===== src/rtl/sequenciador_funcionalidades_pkg.sv =====
// sequenciador_funcionalidades_pkg: shared states, grant field layout and counter width
package sequenciador_funcionalidades_pkg;
  typedef enum logic [1:0] {IDLE, SERVE, DONE} state_t;
  localparam int FIELD_W = 3;
  localparam int IE01_PROF = 0;
  localparam int IE01_FUNC = 3;
  localparam int IE02_PROF = 6;
  localparam int IE02_FUNC = 9;
  localparam int CNT_W = 8;
  function automatic logic one_hot3(input logic [FIELD_W-1:0] v);
    return v == 3'b001 || v == 3'b010 || v == 3'b100;
  endfunction
endpackage


===== src/rtl/sequenciador_funcionalidades_seletor.sv =====
// seletor_pendente: picks the lowest pending bit and splits it into owner and functionality id
module seletor_pendente
  import sequenciador_funcionalidades_pkg::*;
(
  input  logic [2*FIELD_W-1:0] mask,
  output logic                 valid,
  output logic                 owner,
  output logic [1:0]           id
);
  logic [2:0] idx;
  always_comb begin
    idx = 3'd0;
    for (int i = 2*FIELD_W-1; i >= 0; i--) idx = mask[i] ? 3'(i) : idx;
  end
  assign valid = |mask;
  assign owner = idx >= 3'd3;
  assign id = owner ? 2'(idx - 3'd3) : idx[1:0];
endmodule


===== src/rtl/sequenciador_funcionalidades.sv =====
// sequenciador_funcionalidades: serializes a granted word into per-functionality requests with ack/timeout
module sequenciador_funcionalidades
  import sequenciador_funcionalidades_pkg::*;
#(
  parameter int TIMEOUT = 15
) (
  input  logic             clk,
  input  logic             reset,
  input  logic             req_valid,
  input  logic [11:0]      grant,
  output logic             req_ready,
  output logic             func_valid,
  output logic             func_owner,
  output logic [1:0]       func_id,
  output logic [2:0]       func_profile,
  input  logic             func_ack,
  output logic             done,
  output logic [CNT_W-1:0] count_ie01,
  output logic [CNT_W-1:0] count_ie02,
  output logic             timeout_err,
  output logic             prof_err
);
  state_t state, state_nxt;
  logic [5:0] mask, cap_mask, item_bit;
  logic [2:0] prof01, prof02;
  logic [7:0] wait_cnt;
  logic [1:0] acked;
  logic sel_valid, sel_owner, accept, ok01, ok02, expire, drop;
  logic [1:0] sel_id;
  seletor_pendente u_sel (.mask(mask), .valid(sel_valid), .owner(sel_owner), .id(sel_id));
  assign req_ready = state == IDLE;
  assign func_valid = state == SERVE && sel_valid;
  assign done = state == DONE;
  assign accept = req_valid && req_ready;
  assign func_owner = func_valid && sel_owner;
  assign func_id = func_valid ? sel_id : 2'd0;
  assign func_profile = !func_valid ? 3'd0 : sel_owner ? prof02 : prof01;
  assign ok01 = grant[IE01_FUNC +: FIELD_W] == '0 || one_hot3(grant[IE01_PROF +: FIELD_W]);
  assign ok02 = grant[IE02_FUNC +: FIELD_W] == '0 || one_hot3(grant[IE02_PROF +: FIELD_W]);
  assign cap_mask = {ok02 ? grant[IE02_FUNC +: FIELD_W] : 3'd0, ok01 ? grant[IE01_FUNC +: FIELD_W] : 3'd0};
  assign item_bit = mask & (~mask + 6'd1);
  assign expire = wait_cnt == 8'(TIMEOUT - 1);
  assign drop = func_valid && (func_ack || expire);
  always_comb
    state_nxt = state == IDLE ? (accept ? (|cap_mask ? SERVE : DONE) : IDLE)
              : state == SERVE ? (drop && ~|(mask & ~item_bit) ? DONE : SERVE)
              : IDLE;
  always_ff @(posedge clk) begin
    if (reset) begin
      state <= IDLE;
      mask <= '0;
      prof01 <= '0;
      prof02 <= '0;
      wait_cnt <= '0;
      acked <= '0;
      count_ie01 <= '0;
      count_ie02 <= '0;
      timeout_err <= 1'b0;
      prof_err <= 1'b0;
    end else begin
      state <= state_nxt;
      mask <= accept ? cap_mask : drop ? mask & ~item_bit : mask;
      wait_cnt <= (drop || !func_valid) ? 8'd0 : wait_cnt + 8'd1;
      if (accept) begin
        prof01 <= grant[IE01_PROF +: FIELD_W];
        prof02 <= grant[IE02_PROF +: FIELD_W];
        acked <= '0;
        prof_err <= prof_err | ~ok01 | ~ok02;
      end
      if (drop && func_ack) acked[sel_owner] <= 1'b1;
      if (drop && !func_ack) timeout_err <= 1'b1;
      if (done && acked[0] && count_ie01 != '1) count_ie01 <= count_ie01 + 8'd1;
      if (done && acked[1] && count_ie02 != '1) count_ie02 <= count_ie02 + 8'd1;
    end
  end
endmodule


===== config.mk =====
export PLATFORM = sky130hd
export DESIGN_NAME = sequenciador_funcionalidades
export DESIGN_NICKNAME = d
export VERILOG_FILES = /design/src/rtl/sequenciador_funcionalidades_pkg.sv /design/src/rtl/sequenciador_funcionalidades_seletor.sv /design/src/rtl/sequenciador_funcionalidades.sv
export SDC_FILE = /design/constraint.sdc
export NUM_CORES = 1
export LEC_CHECK = 0
export ABC_AREA = 1
export BUFFER_PORTS_ARGS = -buffer_cell sky130_fd_sc_hd__buf_2
export CELL_PAD_IN_SITES_DETAIL_PLACEMENT = 0
export CELL_PAD_IN_SITES_GLOBAL_PLACEMENT = 1
export CORE_ASPECT_RATIO = 0.7
export CORE_MARGIN = 4
export CORE_UTILIZATION = 35
export CTS_CLUSTER_DIAMETER = 150
export DETAILED_ROUTE_END_ITERATION = 7
export PLACE_DENSITY_LB_ADDON = 0.1
export SETUP_SLACK_MARGIN = 0.05
export SLEW_MARGIN = 30
export SYNTH_ARGS = -nofsm -noshare
export SYNTH_HDL_FRONTEND = slang
export SYNTH_SLANG_ARGS = --single-unit

===== constraint.sdc =====
create_clock -name clk -period 1.8 [get_ports clk]
set_clock_uncertainty 0.2 [all_clocks]
set_input_delay 0.27 -clock clk [delete_from_list [all_inputs] [get_ports clk]]
set_output_delay 0.27 -clock clk [all_outputs]
set_load 0.02 [all_outputs]

==> results.json, run 1 <==
{
  "outcome": "finished, violations left",
  "failed_checks": "negative setup slack",
  "power_uw": 2320,
  "h-tree-depth": 2,
  "cp_cell_sequence": "inv_2, o21ai_1, nand2_1, a21oi_2, ha_2, inv_2, nand2_4, inv_6, nor2_4, nand2_1, nand2_2, buf_6",
  "critPathArrivalTime_ps": 1740,
  "wl_per_cell_microns": 12.2,
  "drt-vias-per-instance": 4.65,
  "cts-root-buf": "clkbuf_8",
  "die_w_microns": 103,
  "syn-cell-area_sq_um": 2200,
  "power_density_nw_per_um2": 781,
  "holdCritPathClass": "input pin to flop",
  "crit_path_end_kind": "output pin",
  "grt_setup_unrepaired": "yes",
  "grt_start_max_net_pins": 28,
  "io_buffers": 42,
  "cts_buffers": 5,
  "drt_iter0_markers": 49,
  "route.vias.total": 2178,
  "cap_violations": 0,
  "holdWs_ps": 34.8,
  "fin_crit_ps": 2210,
  "initial_core_util": 0.373,
  "finalHoldViolations": 0,
  "slowest_stage": "dfxtp_2",
  "r2r_end": "mask[3]$_SDFFE_PP0P_",
  "setup-tns-final_ps": -3470,
  "r2r_slack_ps": -150,
  "finalMaxSlewViolations": 0,
  "first_global_vias": 2020,
  "cts_tree": "done",
  "overflow": 0,
  "synthArstFlopShare": 0,
  "setup_ws_ps": -412,
  "startpoint_type": "flop",
  "syn2layout_area_growth_pct": 35.1,
  "synth_edf_count": 0,
  "netlist_instances": 322,
  "nets": 413,
  "yosys_register_bits": 42,
  "critPathMaxStageDelay_ps": 340,
  "n_antenna_cell": 0,
  "synth_nets": 343,
  "nFillCells": 622,
  "multi_input_area_sq_um": 1310,
  "synth.yosys.seq_area_share": 0.382,
  "first_pass_iters": 4,
  "grt_pass1_wl_microns": 9250,
  "ys_warn_count": 0,
  "drive_above_1_share": 0.338,
  "cp.required_ps": 1330,
  "synth.avg_cell_area_sq_um": 6.83,
  "core_sq_um": 5900,
  "r2r_start": "mask[3]$_SDFFE_PP0P_",
  "ios": 43,
  "rows": 23,
  "insertion_delay_ps": 290,
  "drc_errors": 0,
  "synth-main-ff-cell": "dfxtp_1",
  "reg2reg_depth": 13,
  "die_y_microns": 74.3,
  "cp-endpoint": "func_id[1]",
  "hpwl_microns": 4170,
  "crit_type": "flop to output pin",
  "dieArea_sq_um": 7640,
  "path_max_fanout": 7,
  "wirelength_microns": 5690,
  "grt_antenna_before_repair": 0,
  "drtAntennaViolNets": 0,
  "ir_drop_mv": 0.303,
  "relSlewSlack": 0.748,
  "postCtsHoldBufs": 0,
  "synth.distinct_cells": 29,
  "p_leak_uw": 0.00132,
  "grt_usage": 0.154,
  "fmax_ghz": 0.452,
  "gp_congestion": 0.795,
  "tightest_slew_ps": 376,
  "holdPathStages": 3,
  "clkSlewWorstSetupHoldPaths_ps": 80,
  "clock_sinks": 42,
  "seq_area_sq_um": 853,
  "setup_viol": 17,
  "crit_path_start": "mask[5]$_SDFFE_PP0P_",
  "clockBufferDepth": 2,
  "min_period_over_period": 1.23
}
-- cell type report --
| cell class | count | share of cell area |
|---|---|---|
| Clock buffer | 7 | 0.0290 |
| Clock inverter | 1 | 0.00168 |
| Inverter | 39 | 0.0526 |
| Multi-Input combinational cell | 237 | 0.442 |
| Sequential cell | 42 | 0.287 |
| Tap cell | 75 | 0.0316 |
| Timing Repair Buffer | 67 | 0.156 |
-- cell usage in the layout, fill, tap and decap left out, types with 5 or more instances in the layout --
master / n
nand2_1: 59
nor2_1: 41
buf_2: 36
dfxtp_1: 32
inv_1: 30
nand3_1: 29
a21oi_1: 23
buf_4: 17
o21ai_0: 15
buf_6: 14
nor2_2: 11
o21ai_1: 11
dfxtp_2: 10
nand2_2: 8
nor2_4: 7
inv_2: 6
clkbuf_8: 6
xnor2_1: 5
-- stage by stage --
step,cell area (sq um),setup slack (ps),instances,utilization
floorplan,2240,-113,322,-
global placement,2650,-87.5,451,0.448
detailed placement,2650,-134,451,0.448
CTS,2900,-391,465,0.491
global route,2970,-521,468,0.504
finish,2970,-412,468,0.504
-- power by group --
group	leakage (uW)	switching [uW]	internal, uW
clock	0.0000482	329	310
sequential	0.000346	36.0	975
combinational	0.000928	384	289
total	0.00132	749	1570
-- Yosys cell counts (3+ instances only) --
| cell | number | area [sq um] |
|---|---|---|
| nand3_1 | 29 | 145 |
| inv_1 | 34 | 128 |
| xnor2_1 | 5 | 43.8 |
| o21ai_0 | 18 | 90.1 |
| a21oi_1 | 26 | 130 |
| nand2_2 | 5 | 31.3 |
| nor2_1 | 53 | 199 |
| inv_2 | 3 | 11.3 |
| dfxtp_1 | 42 | 841 |
| xor2_1 | 3 | 26.3 |
| ha_1 | 5 | 62.6 |
| nand4_1 | 3 | 18.8 |
| o21ai_1 | 8 | 40.0 |
| nand2_1 | 64 | 240 |
| nor2_2 | 4 | 25.0 |
-- flip-flops by register name, indices dropped and copies added, names as in the netlist, 2 cells and up --
register / flops
state: 2
wait_cnt: 8
acked: 2
mask: 6
count_ie02: 8
prof02: 3
prof01: 3
count_ie01: 8
-- repair_timing --
item	4_1_cts	5_1_grt
gates cloned	0	1
setup endpoints to repair	14	34
resized for setup	35	24
setup buffers	7	6
pin swaps	12	9
-- worst max-delay path: cells and delay by family (launching register included) --
family          cells  cell delay [ps]
buf+inv             4              230
simple gates        5              390
flops               1              340
fa+ha+maj           1              200
compound gates      2              280
-- metal layers --
metal  part of all wire  up-vias  track usage
li1                   -     1176            -
met1               0.54      959        0.221
met2               0.41       34        0.231
met3              0.037        9       0.0403
met4              0.014        0       0.0402
met5                  0        -            0
-- worst min-delay path by stage --
stage / slack [ps] / startpoint / endpoint
6_report: 30 / grant[2] / prof01[2]$_SDFFE_PP0P_
5_1_grt: 60 / grant[2] / prof01[2]$_SDFFE_PP0P_
4_1_cts: 20 / grant[2] / prof01[2]$_SDFFE_PP0P_
3_5_place_dp: 250 / wait_cnt[0]$_SDFF_PP0_ / wait_cnt[0]$_SDFF_PP0_
3_3_place_gp: 250 / timeout_err$_SDFFE_PP0P_ / timeout_err$_SDFFE_PP0P_
2_1_floorplan: 140 / reset / count_ie02[4]$_SDFFE_PP0P_
-- kinds of logic after synthesis --
| logic type | Yosys count | synth area share |
|---|---|---|
| and+or+nand+nor | 168 | 0.345 |
| buffers and inverters | 44 | 0.0807 |
| AOI/OAI and AO/OA | 55 | 0.132 |
| adders and majority gates | 5 | 0.0284 |
| DFF | 42 | 0.382 |
| xor gates and xnor gates | 8 | 0.0318 |
(Power assumes the default switching activity.)
==> inputs of run 2 (changes only) <==
==> constraint.sdc (replaced) <==
create_clock -name clk -period 1.8 [get_ports clk]
set_clock_uncertainty 0.2 [all_clocks]
set_input_delay 0.18 -clock clk [delete_from_list [all_inputs] [get_ports clk]]
set_output_delay 0.18 -clock clk [all_outputs]
set_load 0.02 [all_outputs]
==> run 2 against run 1 <==
Design area increased by 1.4%; total power rose by 0.25%; combinational power up 2%; global-route usage grew 0.57 points; the run still ends with negative setup slack left.
==> results.json, run 2 (same netlist as run 1, synthesis figures left out) <==
{
  "finalHoldViolations": 0,
  "gp_congestion": 0.846,
  "grt_pass1_wl_microns": 9740,
  "clock_sinks": 42,
  "wl_per_cell_microns": 11.9,
  "drive_above_1_share": 0.339,
  "slowest_stage": "dfxtp_2",
  "switching_power_uw": 741,
  "wirelength_microns": 5640,
  "path_max_fanout": 7,
  "drtAntennaViolNets": 0,
  "hpwl_microns": 4140,
  "setup_viol": 7,
  "ios": 43,
  "nets": 418,
  "p_leak_uw": 0.00135,
  "clkPwrFrac": 0.272,
  "rows": 23,
  "holdCritPathClass": "input pin to flop",
  "insertion_delay_ps": 290,
  "worstHoldStart": "func_ack",
  "cts-root-buf": "clkbuf_8",
  "dp_slack_ps": -38.1,
  "fin_crit_ps": 2090,
  "cp.required_ps": 1420,
  "h-tree-depth": 2,
  "syn2layout_area_growth_pct": 37.0,
  "route.vias.total": 2206,
  "core_sq_um": 5900,
  "power_uw": 2330,
  "p_int_uw": 1590,
  "initial_core_util": 0.373,
  "final_core_util": 0.511,
  "crit_type": "flop to output pin",
  "finalMaxSlewViolations": 0,
  "relSlewSlack": 0.754,
  "drt_iter0_markers": 102,
  "crit_path_start": "mask[5]$_SDFFE_PP0P_",
  "n_antenna_cell": 0,
  "min_period_over_period": 1.16,
  "clkSlewWorstSetupHoldPaths_ps": 80,
  "power_density_nw_per_um2": 772,
  "worst-path-buf-inv": 4,
  "first_pass_iters": 4,
  "fmax_ghz": 0.479,
  "drt-vias-per-instance": 4.66,
  "setup-tns-final_ps": -1720,
  "critPathMaxStageDelay_ps": 340,
  "die_w_microns": 103,
  "overflow": 0,
  "cap_violations": 0,
  "top_regs": "count_ie01 x8, count_ie02 x8, wait_cnt x8",
  "swShare": 0.318,
  "drc_errors": 0,
  "critPathArrivalTime_ps": 1710,
  "tightest_slew_ps": 367,
  "crit_path_end_kind": "output pin",
  "grt_setup_unrepaired": "yes",
  "startpoint_type": "flop",
  "cp_top_family": "simple AND/OR/NAND/NOR gates",
  "cts_buffers": 5,
  "grt_start_max_net_pins": 28,
  "r2r_start": "mask[5]$_SDFFE_PP0P_",
  "nFillCells": 590,
  "pwr-share-comb": 0.295,
  "grt_antenna_before_repair": 0,
  "clockBufferDepth": 2,
  "die_y_microns": 74.3,
  "dieArea_sq_um": 7640,
  "final_common_cell": "nand2_1",
  "mostFrequentLayoutCells": "60 x nand2_1, 39 x nor2_1, 38 x buf_2",
  "ir_drop_mv": 0.322,
  "cts_tree": "done",
  "setup_ws_ps": -286,
  "failed_checks": "negative setup slack",
  "holdWs_ps": 44.3,
  "first_global_vias": 2078,
  "cp_cell_sequence": "inv_2, o21ai_2, nand2_1, a21oi_2, ha_2, inv_2, nand2_4, inv_4, nor2_4, nand2_2, nand2_2, buf_6",
  "outcome": "finished, violations left",
  "grt_usage": 0.160,
  "io_buffers": 42,
  "seqPwrFrac": 0.433
}
-- run 2: cell count changes in the layout (fill, tap and decap cells not counted), moves of 3 or more --
cell	before	now
nand3_2	0	3
dlygate4sd3_1	0	7
buf_6	14	10
nor2_2	11	15
-- run 2: metal layers --
| layer | up-vias | wire length [microns] | global-route usage |
|---|---|---|---|
| met1 | 985 | 2980 | 0.232 |
| met5 | - | 0 | 0 |
| met2 | 32 | 2420 | 0.246 |
| li1 | 1185 | - | - |
| met4 | 0 | 39 | 0.0345 |
| met3 | 4 | 195 | 0.0319 |
-- run 2: worst register-to-register path, cell delays in order (launching register included) --
cell and delay (ps):
dfxtp_2 340, inv_2 40, o21ai_2 90, nand2_1 70, a21oi_2 160, ha_2 190
inv_2 50, nand2_4 90, inv_4 60, buf_4 130, buf_6 110, nand2_2 60
a21oi_2 40
-- run 2: timing repair --
action                                 in CTS  in global routing
gates cloned                                0                  1
pin swaps                                   8                 16
endpoints found under the hold margin       7                  0
setup endpoints to repair                   7                 28
buffers inserted                            9                  1
hold buffers                                7                  0
gates resized for setup                    17                 33
-- run 2: final timing paths --
kind,to,slack [ps],depth (start not counted)
setup / recovery,func_id[1],-290,12
hold / removal,timeout_err$_SDFFE_PP0P_,40,3
setup reg to reg,acked[0]$_SDFF_PP0_,70,12
hold reg to reg,count_ie02[0]$_SDFFE_PP0P_,250,1
-- run 2: cell type report --
cell class	count	area, sq um	area share
clock buffers	7	86.3	0.0286
clock inverters	1	5.00	0.00166
inverters	39	154	0.0510
multi-input cells	237	1320	0.438
flip-flops and latches	42	855	0.283
well taps	75	93.8	0.0311
repair buffers	72	500	0.166
-- run 2: power by group through the flow --
stage	sequential [uW]	combinational, uW	clock [uW]
final	1010	688	633
after detailed placement	1030	542	0
after global placement	1030	543	0
after global routing	1010	760	700
after CTS	1010	645	665
after floorplan	1030	355	0
-- run 2: stage by stage --
step,cells,cell area (sq um)
floorplan,322,2240
global placement,447,2620
detailed placement,447,2620
CTS,471,2890
global route,473,3020
finish,473,3020
==> inputs of run 3 (changes only) <==
--- a/config.mk
+++ b/config.mk
@@ -5,7 +5,6 @@
 export SDC_FILE = /design/constraint.sdc
 export NUM_CORES = 1
 export LEC_CHECK = 0
-export ABC_AREA = 1
 export BUFFER_PORTS_ARGS = -buffer_cell sky130_fd_sc_hd__buf_2
 export CELL_PAD_IN_SITES_DETAIL_PLACEMENT = 0
 export CELL_PAD_IN_SITES_GLOBAL_PLACEMENT = 1
==> run 3 against run 2 <==
The flow still finishes with violations (negative setup slack); non-clock buffer count grew 24; sequential share of layout area shrank 1.1 points; routed wire length shrank 0.44%; setup slack lost 160 ps; clock-buffer cell count shrank 1; largest power group unchanged; via count shrank 8.3%; first-iteration DRC count shrank 29%; core utilization grew 3.1 points; critical endpoint is now func_profile[1]; design area grew 3.6%.
==> results.json, run 3 <==
{
  "fin_area_sq_um": 3120,
  "holdCritPathClass": "input pin to flop",
  "final_common_cell": "buf_2",
  "mostFrequentLayoutCells": "38 x buf_2, 36 x nor2_1, 35 x buf_4",
  "final_core_util": 0.543,
  "synth.distinct_cells": 47,
  "p_leak_uw": 0.00132,
  "route.vias.total": 2024,
  "startpoint_type": "flop",
  "place_area_sq_um": 2700,
  "yosysTopAreaCell": "dfxtp_1",
  "wl_per_cell_microns": 13.5,
  "path_max_fanout": 7,
  "synth-main-ff-cell": "dfxtp_1",
  "cts-root-buf": "clkbuf_8",
  "clkSlewWorstSetupHoldPaths_ps": 80,
  "synth.avg_cell_area_sq_um": 8.46,
  "dieArea_sq_um": 7290,
  "seq_area_sq_um": 852,
  "finalHoldViolations": 0,
  "min_period_over_period": 1.25,
  "synthArstFlopShare": 0,
  "setup-tns-final_ps": -2550,
  "ir_drop_mv": 0.458,
  "failed_checks": "negative setup slack",
  "overflow": 0,
  "netlist_instances": 247,
  "top_regs": "count_ie01 x8, count_ie02 x8, wait_cnt x8",
  "synth_edf_count": 0,
  "setup_viol": 8,
  "synth_common_cells": "42 x dfxtp_1, 42 x nor2_1, 28 x nand2_1, 15 x a21oi_1, 11 x xor2_1",
  "initial_core_util": 0.363,
  "synth_nets": 268,
  "crit_type": "flop to output pin",
  "nFillCells": 566,
  "syn2layout_area_growth_pct": 49.5,
  "clock_sinks": 42,
  "synth.top_cell.area_share": 0.402,
  "rows": 23,
  "fmax_ghz": 0.444,
  "multi_input_area_sq_um": 1310,
  "relSlewSlack": 0.666,
  "finalMaxSlewViolations": 0,
  "drive_above_1_share": 0.401,
  "drt_iter0_markers": 72,
  "first_global_vias": 1953,
  "clockBufferDepth": 2,
  "syn-cell-area_sq_um": 2090,
  "n_antenna_cell": 0,
  "tightest_slew_ps": 501,
  "first_pass_iters": 4,
  "critPathArrivalTime_ps": 1870,
  "io_buffers": 42,
  "power_uw": 2220,
  "grt_setup_unrepaired": "yes",
  "cts_buffers": 5,
  "drtAntennaViolNets": 0,
  "holdWs_ps": 56.3,
  "hpwl_microns": 4080,
  "crit_path_end_kind": "output pin",
  "fin_crit_ps": 2250,
  "ios": 43,
  "nets": 363,
  "die_y_microns": 72.6,
  "power_density_nw_per_um2": 712,
  "wirelength_microns": 5610,
  "synth.top_cells.by_area": "dfxtp_1 40%, nor2_1 7.5%, nand2_1 5.0%",
  "grt_pass1_wl_microns": 9160,
  "ys_warn_count": 0,
  "cp.required_ps": 1420,
  "core_sq_um": 5760,
  "outcome": "finished, violations left",
  "insertion_delay_ps": 290,
  "grt_start_max_net_pins": 26,
  "grt_antenna_before_repair": 0,
  "drc_errors": 0,
  "drt-vias-per-instance": 4.85,
  "setup_ws_ps": -450,
  "gp_congestion": 0.801,
  "cts_tree": "done",
  "synth.yosys.seq_area_share": 0.402,
  "yosys_register_bits": 42,
  "h-tree-depth": 2,
  "cap_violations": 0,
  "grt_usage": 0.156,
  "die_w_microns": 100
}
-- run 3: cell count changes in the layout (fill, tap and decap cells not counted), moves of 8 or more --
cell,before,now
nand3_1,27,6
inv_1,30,8
buf_4,17,35
o21ai_1,9,0
xor2_1,3,11
o21ai_0,16,8
nor2_2,15,6
a21oi_1,22,14
nand2_1,60,27
-- run 3: kinds of logic (layout without fill, tap and decap cells) --
family	after synthesis	after routing	synth area share
AO/OA/AOI/OAI	44	44	0.156
XOR/XNOR	19	19	0.0796
adder cells (fa/ha/maj)	5	5	0.0299
buffers and inverters	17	112	0.0347
flip-flops	42	42	0.402
multiplexers	5	5	0.0240
AND/OR/NAND/NOR	115	115	0.274
-- run 3: cell type report --
cell class              count  share of cell area
clock buffers               6              0.0264
flip-flops and latches     42               0.273
repair buffers             96               0.229
clock inverters             1             0.00962
multi-input cells         188               0.419
well taps                  75              0.0300
inverters                   9              0.0132
-- run 3: path summary, 6_finish.rpt --
kind | startpoint | to | slack [ps] | cells after the start
worst max-delay path | mask[4]$_SDFFE_PP0P_ | func_profile[1] | -450 | 10
worst min-delay path | func_ack | acked[0]$_SDFF_PP0_ | 60 | 3
worst max register to register | mask[4]$_SDFFE_PP0P_ | acked[1]$_SDFF_PP0_ | -110 | 11
worst min register to register | prof01[0]$_SDFFE_PP0P_ | prof01[0]$_SDFFE_PP0P_ | 260 | 2
-- run 3: layer usage --
layer	wire length (microns)	vias to the layer above	track usage
met4	27	0	0.0314
li1	-	1056	-
met2	2440	45	0.231
met1	2860	921	0.229
met3	280	2	0.0382
met5	0	-	0
-- run 3: report_power, final --
group	total [uW]	switching (uW)	internal (uW)	leakage, uW
combinational	476	246	231	0.000923
sequential	988	26.9	961	0.000345
clock	759	315	444	0.0000573
total	2220	587	1640	0.00132
-- run 3: critical path, cell delays in order, from the launching register on --
cell and delay (ps):
dfxtp_2 320, nand2b_1 90, a21oi_1 70, o21bai_1 160, inv_1 90, ha_4 170
a21oi_4 130, buf_12 140, mux2i_2 220, nor2_2 60, buf_6 130
-- run 3: metrics by stage --
| step | worst slack [ps] | std cells |
|---|---|---|
| final | -450 | 417 |
| after floorplan | -63.9 | 247 |
| after CTS | -469 | 415 |
| after global placement | -154 | 394 |
| after detailed placement | -178 | 394 |
| after global routing | -566 | 417 |
-- run 3: repair_timing --
action                                 in CTS  in global routing
endpoints found under the hold margin      11                  0
gates resized for setup                    20                 21
cloned                                      0                  1
hold buffers                               11                  0
setup buffers                               3                  1
pin swaps                                   5                 13
setup endpoints to repair                  10                 25
